### src/rtl/button_debouncer_pkg.sv
//==============================================================================
// Module      : button_debouncer_pkg
// Description : Shared helpers for the button debouncer (cycle-count derivation)
// Revision    : 1.0 - initial release
//==============================================================================
`default_nettype none

package button_debouncer_pkg;

    localparam int c_HZ_PER_MHZ = 1000000;

    // Clock is an integer number of MHz, so cycles-per-microsecond is exact.
    function automatic int calc_debounce_cycles(input int freq_hz, input int time_us);
        return (freq_hz / c_HZ_PER_MHZ) * time_us;
    endfunction

endpackage : button_debouncer_pkg

`default_nettype wire

### src/rtl/debounce_channel.sv
//==============================================================================
// Module      : debounce_channel
// Description : One channel: synchronizer, polarity fix, stability counter,
//               registered level and single-cycle rise/fall pulses
// Revision    : 1.0 - initial release
//==============================================================================
`default_nettype none

module debounce_channel #(
    parameter int   SYNC_STAGES     = 2,
    parameter int   DEBOUNCE_CYCLES = 4,
    parameter int   CNT_W           = 3,
    parameter logic INVERT          = 1'b0
) (
    input  logic clock_i,
    input  logic reset_n_i,
    input  logic raw_i,
    output logic level_o,
    output logic rise_o,
    output logic fall_o
);

    localparam logic [CNT_W-1:0] c_LAST = CNT_W'(DEBOUNCE_CYCLES - 1);

    logic [SYNC_STAGES-1:0] sync_q;
    logic [CNT_W-1:0]       count_q, count_d;
    logic                   level_q, level_d;
    logic                   rise_q, rise_d;
    logic                   fall_q, fall_d;
    logic                   cond_w;

    // Chain resets to the inactive pad level so cond starts at 0.
    always_ff @(posedge clock_i or negedge reset_n_i) begin
        if (!reset_n_i) begin
            sync_q <= {SYNC_STAGES{INVERT}};
        end else begin
            sync_q <= {sync_q[SYNC_STAGES-2:0], raw_i};
        end
    end

    assign cond_w = sync_q[SYNC_STAGES-1] ^ INVERT;

    always_comb begin
        count_d = '0;
        level_d = level_q;
        rise_d  = 1'b0;
        fall_d  = 1'b0;
        if (cond_w != level_q) begin
            if (count_q == c_LAST) begin
                level_d = cond_w;
                rise_d  = cond_w;
                fall_d  = ~cond_w;
            end else begin
                count_d = count_q + 1'b1;
            end
        end
    end

    always_ff @(posedge clock_i or negedge reset_n_i) begin
        if (!reset_n_i) begin
            count_q <= '0;
            level_q <= 1'b0;
            rise_q  <= 1'b0;
            fall_q  <= 1'b0;
        end else begin
            count_q <= count_d;
            level_q <= level_d;
            rise_q  <= rise_d;
            fall_q  <= fall_d;
        end
    end

    assign level_o = level_q;
    assign rise_o  = rise_q;
    assign fall_o  = fall_q;

endmodule : debounce_channel

`default_nettype wire

### src/rtl/button_debouncer.sv
//==============================================================================
// Module      : button_debouncer
// Description : Multi-channel pad conditioner producing debounced levels and
//               registered rise/fall pulses
// Revision    : 1.0 - initial release
//==============================================================================
`default_nettype none

module button_debouncer
    import button_debouncer_pkg::*;
#(
    parameter int                    NUM_INPUTS       = 2,
    parameter int                    CLOCK_FREQUENCY  = 12000000,
    parameter int                    DEBOUNCE_TIME_US = 10000,
    parameter int                    SYNC_STAGES      = 2,
    parameter logic [NUM_INPUTS-1:0] INVERT_MASK      = {NUM_INPUTS{1'b0}}
) (
    input  logic                  clock,
    input  logic                  reset_n,
    input  logic [NUM_INPUTS-1:0] raw_in,
    output logic [NUM_INPUTS-1:0] level_out,
    output logic [NUM_INPUTS-1:0] rise_pulse,
    output logic [NUM_INPUTS-1:0] fall_pulse
);

    localparam int DEBOUNCE_CYCLES = calc_debounce_cycles(CLOCK_FREQUENCY, DEBOUNCE_TIME_US);
    localparam int CNT_W           = $clog2(DEBOUNCE_CYCLES + 1);

    for (genvar g = 0; g < NUM_INPUTS; g++) begin : g_channel
        debounce_channel #(
            .SYNC_STAGES     (SYNC_STAGES),
            .DEBOUNCE_CYCLES (DEBOUNCE_CYCLES),
            .CNT_W           (CNT_W),
            .INVERT          (INVERT_MASK[g])
        ) u_channel (
            .clock_i   (clock),
            .reset_n_i (reset_n),
            .raw_i     (raw_in[g]),
            .level_o   (level_out[g]),
            .rise_o    (rise_pulse[g]),
            .fall_o    (fall_pulse[g])
        );
    end

endmodule : button_debouncer

`default_nettype wire

### config.mk
export PLATFORM = sky130hd
export DESIGN_NAME = button_debouncer
export DESIGN_NICKNAME = d
export VERILOG_FILES = /design/src/rtl/button_debouncer_pkg.sv /design/src/rtl/debounce_channel.sv /design/src/rtl/button_debouncer.sv
export SDC_FILE = /design/constraint.sdc
export NUM_CORES = 1
export LEC_CHECK = 0
export BUFFER_PORTS_ARGS = -buffer_cell sky130_fd_sc_hd__clkbuf_2
export CORE_AREA = 2 2 92 85
export CTS_CLUSTER_DIAMETER = 30
export DETAILED_ROUTE_END_ITERATION = 8
export DIE_AREA = 0 0 94 87
export PLACE_DENSITY = 0.56
export SETUP_SLACK_MARGIN = 0.1
export SYNTH_ARGS = -nofsm -noshare
export SYNTH_HDL_FRONTEND = slang
export SYNTH_SLANG_ARGS = --single-unit
### constraint.sdc
create_clock -name clock -period 4.56 [get_ports clock]
set_input_delay 0.912 -clock clock [delete_from_list [all_inputs] [get_ports clock]]
set_output_delay 0.912 -clock clock [all_outputs]
set_load 0.02 [all_outputs]
## Word level (Yosys, flattened, before mapping)

Cells that the tools add are included.
W data, S select, Z words.

- Register bits: 44
- Word-level logic and storage cells: 32
- Output and inout bits: 6
- Bits of input ports: 4

- Bitwise operators: 2
- Mux-type cells: 12
- Add/sub/neg operators: 2
- Eq/ne operators: 4
- Reduce and logical (&&, ||, !) cells: 2

Operator list:

| operator | count |
|---|---|
| $mux W17 | 4 |
| $add A17 B1 Y17 const B | 2 |
| $eq A17 B17 Y1 const B | 2 |
| $mux W1 | 8 |
| $reduce_and A2 Y1 | 2 |
| $ne A1 B1 Y1 | 2 |
| $not A1 Y1 | 2 |

## Logic depth before layout (Yosys ltp)

- Depth in word-level cells: 3
- Gate-level depth with buffers: 7
- Depth with buffers taken out: 5

## Cells and area by module

A second synthesis with hierarchy kept.

- Cell total of the unflattened synthesis: 188
- Area total of the unflattened synthesis: 2069.5 um^2

By module, submodules not included:

| module | times used | cells each | area an instance (um^2) | seq. area each (um^2) |
|---|---|---|---|---|
| debounce_channel | 2 | 94 | 1034.7 | 550.5 |

## Worst setup path after synthesis

No wires, ideal clock.

- Kind: flip-flop to flip-flop
- Start point: register g_channel[0].u_channel.count_q[0]
- End point: register g_channel[0].u_channel.level_q
- Path buffers: 1
- Stages on the path, launching flop included: 6
- Path slack: 3.024 ns
- Clock period less this slack: 1.536 ns
- Library setup time: 0.128 ns
- Data required time: 4.432 ns
- Arrival time: 1.408 ns
- Path through: dfrtp_1 ha_1 and4_1 buf_4 nand4_2 mux2_1

- Longest elaborated chain between the ends: 2

Ends and longest elaborated chain:

| what | line | text |
|---|---|---|
| start: declaration | debounce_channel.sv:26 | `logic [CNT_W-1:0] count_q, count_d;` |
| start signal: assignment | debounce_channel.sv:66 | `count_q <= count_d;` |
| $eq A17 B17 Y1 | debounce_channel.sv:49 | `if (count_q == c_LAST) begin` |
| $reduce_and A2 Y1 (no source line) | -- |  |
| end signal: assignment | debounce_channel.sv:67 | `level_q <= level_d;` |
| end: declaration | debounce_channel.sv:27 | `logic level_q, level_d;` |

No other way between the ends.
A chain may end at the register's enable or synchronous reset.

## Final worst setup path

- Start point: register g_channel[0].u_channel.level_q
- End point: output port level_out[0]

RTL lines:

| what | line | text |
|---|---|---|
| end: declaration | button_debouncer.sv:21 | `output logic [NUM_INPUTS-1:0] level_out,` |

No word-level cell between the ends.

==> metrics.txt <==
outcome=complete, no violations; largest net degree at the start of global routing=45; Overall Power=0.7274 mW; post-CTS sizing=0; PortBufs=9; hold buffers post-CTS=0; Ys Warns=0; # diodes=0; Fin. Hold Viols=0; Peak VDD IR=119.9 uV; DP HPWL=2501 um; vias in the first global route=1397; footprint of the multi-input gates=928.4 um2; layout cells sized above 1=13.57%; WL final=3799 um; fmax=0.5332 GHz; Startpoint Class=flop; # setup viols final=0; setup slack at placement=2662 ps; GP Congestion=0.8161; FF+latch area=1101 um2; RSZ-0062 raised after global routing=false; DRC errors left=0; ordered list of cells on the worst path=clkbuf_2; DRT Pass-1 Iters=4; setup bufs post-CTS=0; vias per cell=4.556; Die X=94 um; gr usage total=10.63%; WP buf/inv=1; grt ovf=0; CTS Sinks=44; flop2flop setup slack=2750 ps; Max-slew headroom=28.60%; Core Area=7320 um2; initial antenna violation count=0; min-delay worst type=flop to flop; Worst Path Max Fanout=5; Post-Syn Instances=194; row cnt=30; root buf cell=clkbuf_8; Initial Util=28.99%; CTS buffer count=5; Clock Latency Late Sink=300 ps; clock slew at reported path FFs=80 ps; Final Max Tran Viols=0; final worst path period share=41.13%; Critical Path Sink Type=output pin; Mapped Area=2122 um2; first-pass GRT wire length=6817 um; CTS tree=built; required time worst endpoint=3650 ps; synthesized flop and latch total=44; post-route ant nets=0; sequential fraction of the synthesis area=51.89%; crit path time final=1875 ps; syn nets=200; cell at the slowest stage of the critical path=dfrtp_1; Final WS setup=2685 ps; Die Y=87 um; Setup Skew=8.506 ps; Crit path arrival time=960 ps; Final Non-Filler Cells=295; Layout area overhead=8.667%; Placed Cells=287; CP Class=flop to output pin; power per cell area=315.4 nW/um2; IO Pins=10; DR WL/cell=12.88 um; filler instances=761; setup TNS=0 ps; count of cell types in the netlist=25; leakage power=0.9908 nW; clock buffer depth=2; delay-heaviest family, CP=flip-flops; Die Area=8178 um2; Worst-Margin Slew=1071 ps; via total after detailed routing=1344; nets@finish=204; Util after Layout=31.50%; total of max-cap violations=0; Max stage delay on crit path=450 ps; Starting DRT DRC Count=27; post-synthesis area per instance=10.94 um2; CTS HTree Levels=2
==> cell families (layout without fill, tap and decap cells) <==
group / after synthesis / in the layout / synth area share, %
xor gates and xnor gates: 32 / 32 / 13.21
adders and majority gates: 2 / 2 / 1.179
buffers and inverters: 12 / 17 / 4.363
DFF: 44 / 44 / 51.89
muxes: 2 / 2 / 1.238
and+or+nand+nor: 102 / 102 / 28.12
==> layout make-up <==
| type | instances | share of cell area, % |
|---|---|---|
| sequential | 44 | 47.75 |
| multi-input combinational | 138 | 40.26 |
| tap | 96 | 5.209 |
| clock buffer | 5 | 2.984 |
| timing repair buffer | 9 | 1.953 |
| clock inverter | 3 | 1.845 |
==> cells in the final DEF (no fill, tap or decap), types with 3 or more instances in the layout <==
master,count
dfrtp_1,44
nor2_1,34
xor2_1,17
xnor2_1,15
nand4_1,12
nand3_1,10
nand2_1,9
clkbuf_2,9
and4_1,8
nor4_1,7
clkbuf_8,5
nor3b_1,4
nand4_2,3
nor3_1,3
and3_1,3
==> where the power goes <==
group	internal, mW	switching (mW)	total, mW
Combinational	0.00645	0.0177	0.0241
Sequential	0.396	0.00644	0.402
Clock	0.162	0.139	0.301
Total	0.565	0.163	0.727
==> sequential cells by signal, indices dropped and copies added, names as in the netlist <==
name                         flops
g_channel.u_channel.count_q     34
g_channel.u_channel.fall_o       2
g_channel.u_channel.level_o      2
g_channel.u_channel.rise_o       2
g_channel.u_channel.sync_q       4
==> synth_stat cells, drive strengths merged <==
| cell | instances | share of area, % |
|---|---|---|
| and2 | 2 | 0.59 |
| nor4 | 7 | 2.1 |
| xnor2 | 15 | 6.2 |
| and3 | 3 | 0.88 |
| buf | 12 | 4.4 |
| nand3 | 10 | 2.4 |
| and4bb | 2 | 1.2 |
| nor3 | 3 | 0.71 |
| dfrtp | 44 | 52 |
| nand2 | 11 | 2.4 |
| nand4 | 15 | 5.3 |
| ha | 2 | 1.2 |
| mux2 | 2 | 1.2 |
| nor3b | 4 | 1.4 |
| nor4b | 2 | 1.4 |
| and4b | 1 | 0.47 |
| xor2 | 17 | 7.0 |
| and4 | 8 | 3.3 |
| nor2 | 34 | 6.0 |
==> metrics by stage <==
stage / hold slack [ps] / area, um2
final: 351.8 / 2306
after global routing: 360.7 / 2306
after CTS: 355.4 / 2306
after detailed placement: 335.6 / 2195
after global placement: 335.4 / 2195
after floorplan: 331.2 / 2122
==> per-layer routing <==
layer / global-route usage [%] / vias up / share of wire (%)
li1: - / 678 / -
met1: 14.85 / 643 / 52
met2: 15.78 / 15 / 44
met3: 2.597 / 8 / 2.3
met4: 4.348 / 0 / 1.8
met5: 0 / - / 0
==> worst reg2reg max path, stage by stage (launching register included) <==
cell and delay (ps):
dfrtp_1 420, ha_1 240, and4_1 390, nand4_2 220, nand2_2 320, nor2_1 100
==> path summary, 6_finish.rpt <==
check / from / end / depth (start not counted)
max in group asynchronous: reset_n / g_channel[1].u_channel.level_o / 1
hold reg to reg: g_channel[0].u_channel.sync_q[0] / g_channel[0].u_channel.sync_q[1] / 0
setup / recovery: g_channel[0].u_channel.level_o / level_out[0] / 1
setup reg to reg: g_channel[0].u_channel.count_q[0] / g_channel[0].u_channel.count_q[15] / 5
hold / removal: g_channel[0].u_channel.sync_q[0] / g_channel[0].u_channel.sync_q[1] / 0
min in group asynchronous: reset_n / g_channel[0].u_channel.sync_q[1] / 1
Power figures use the tool's default switching activity.
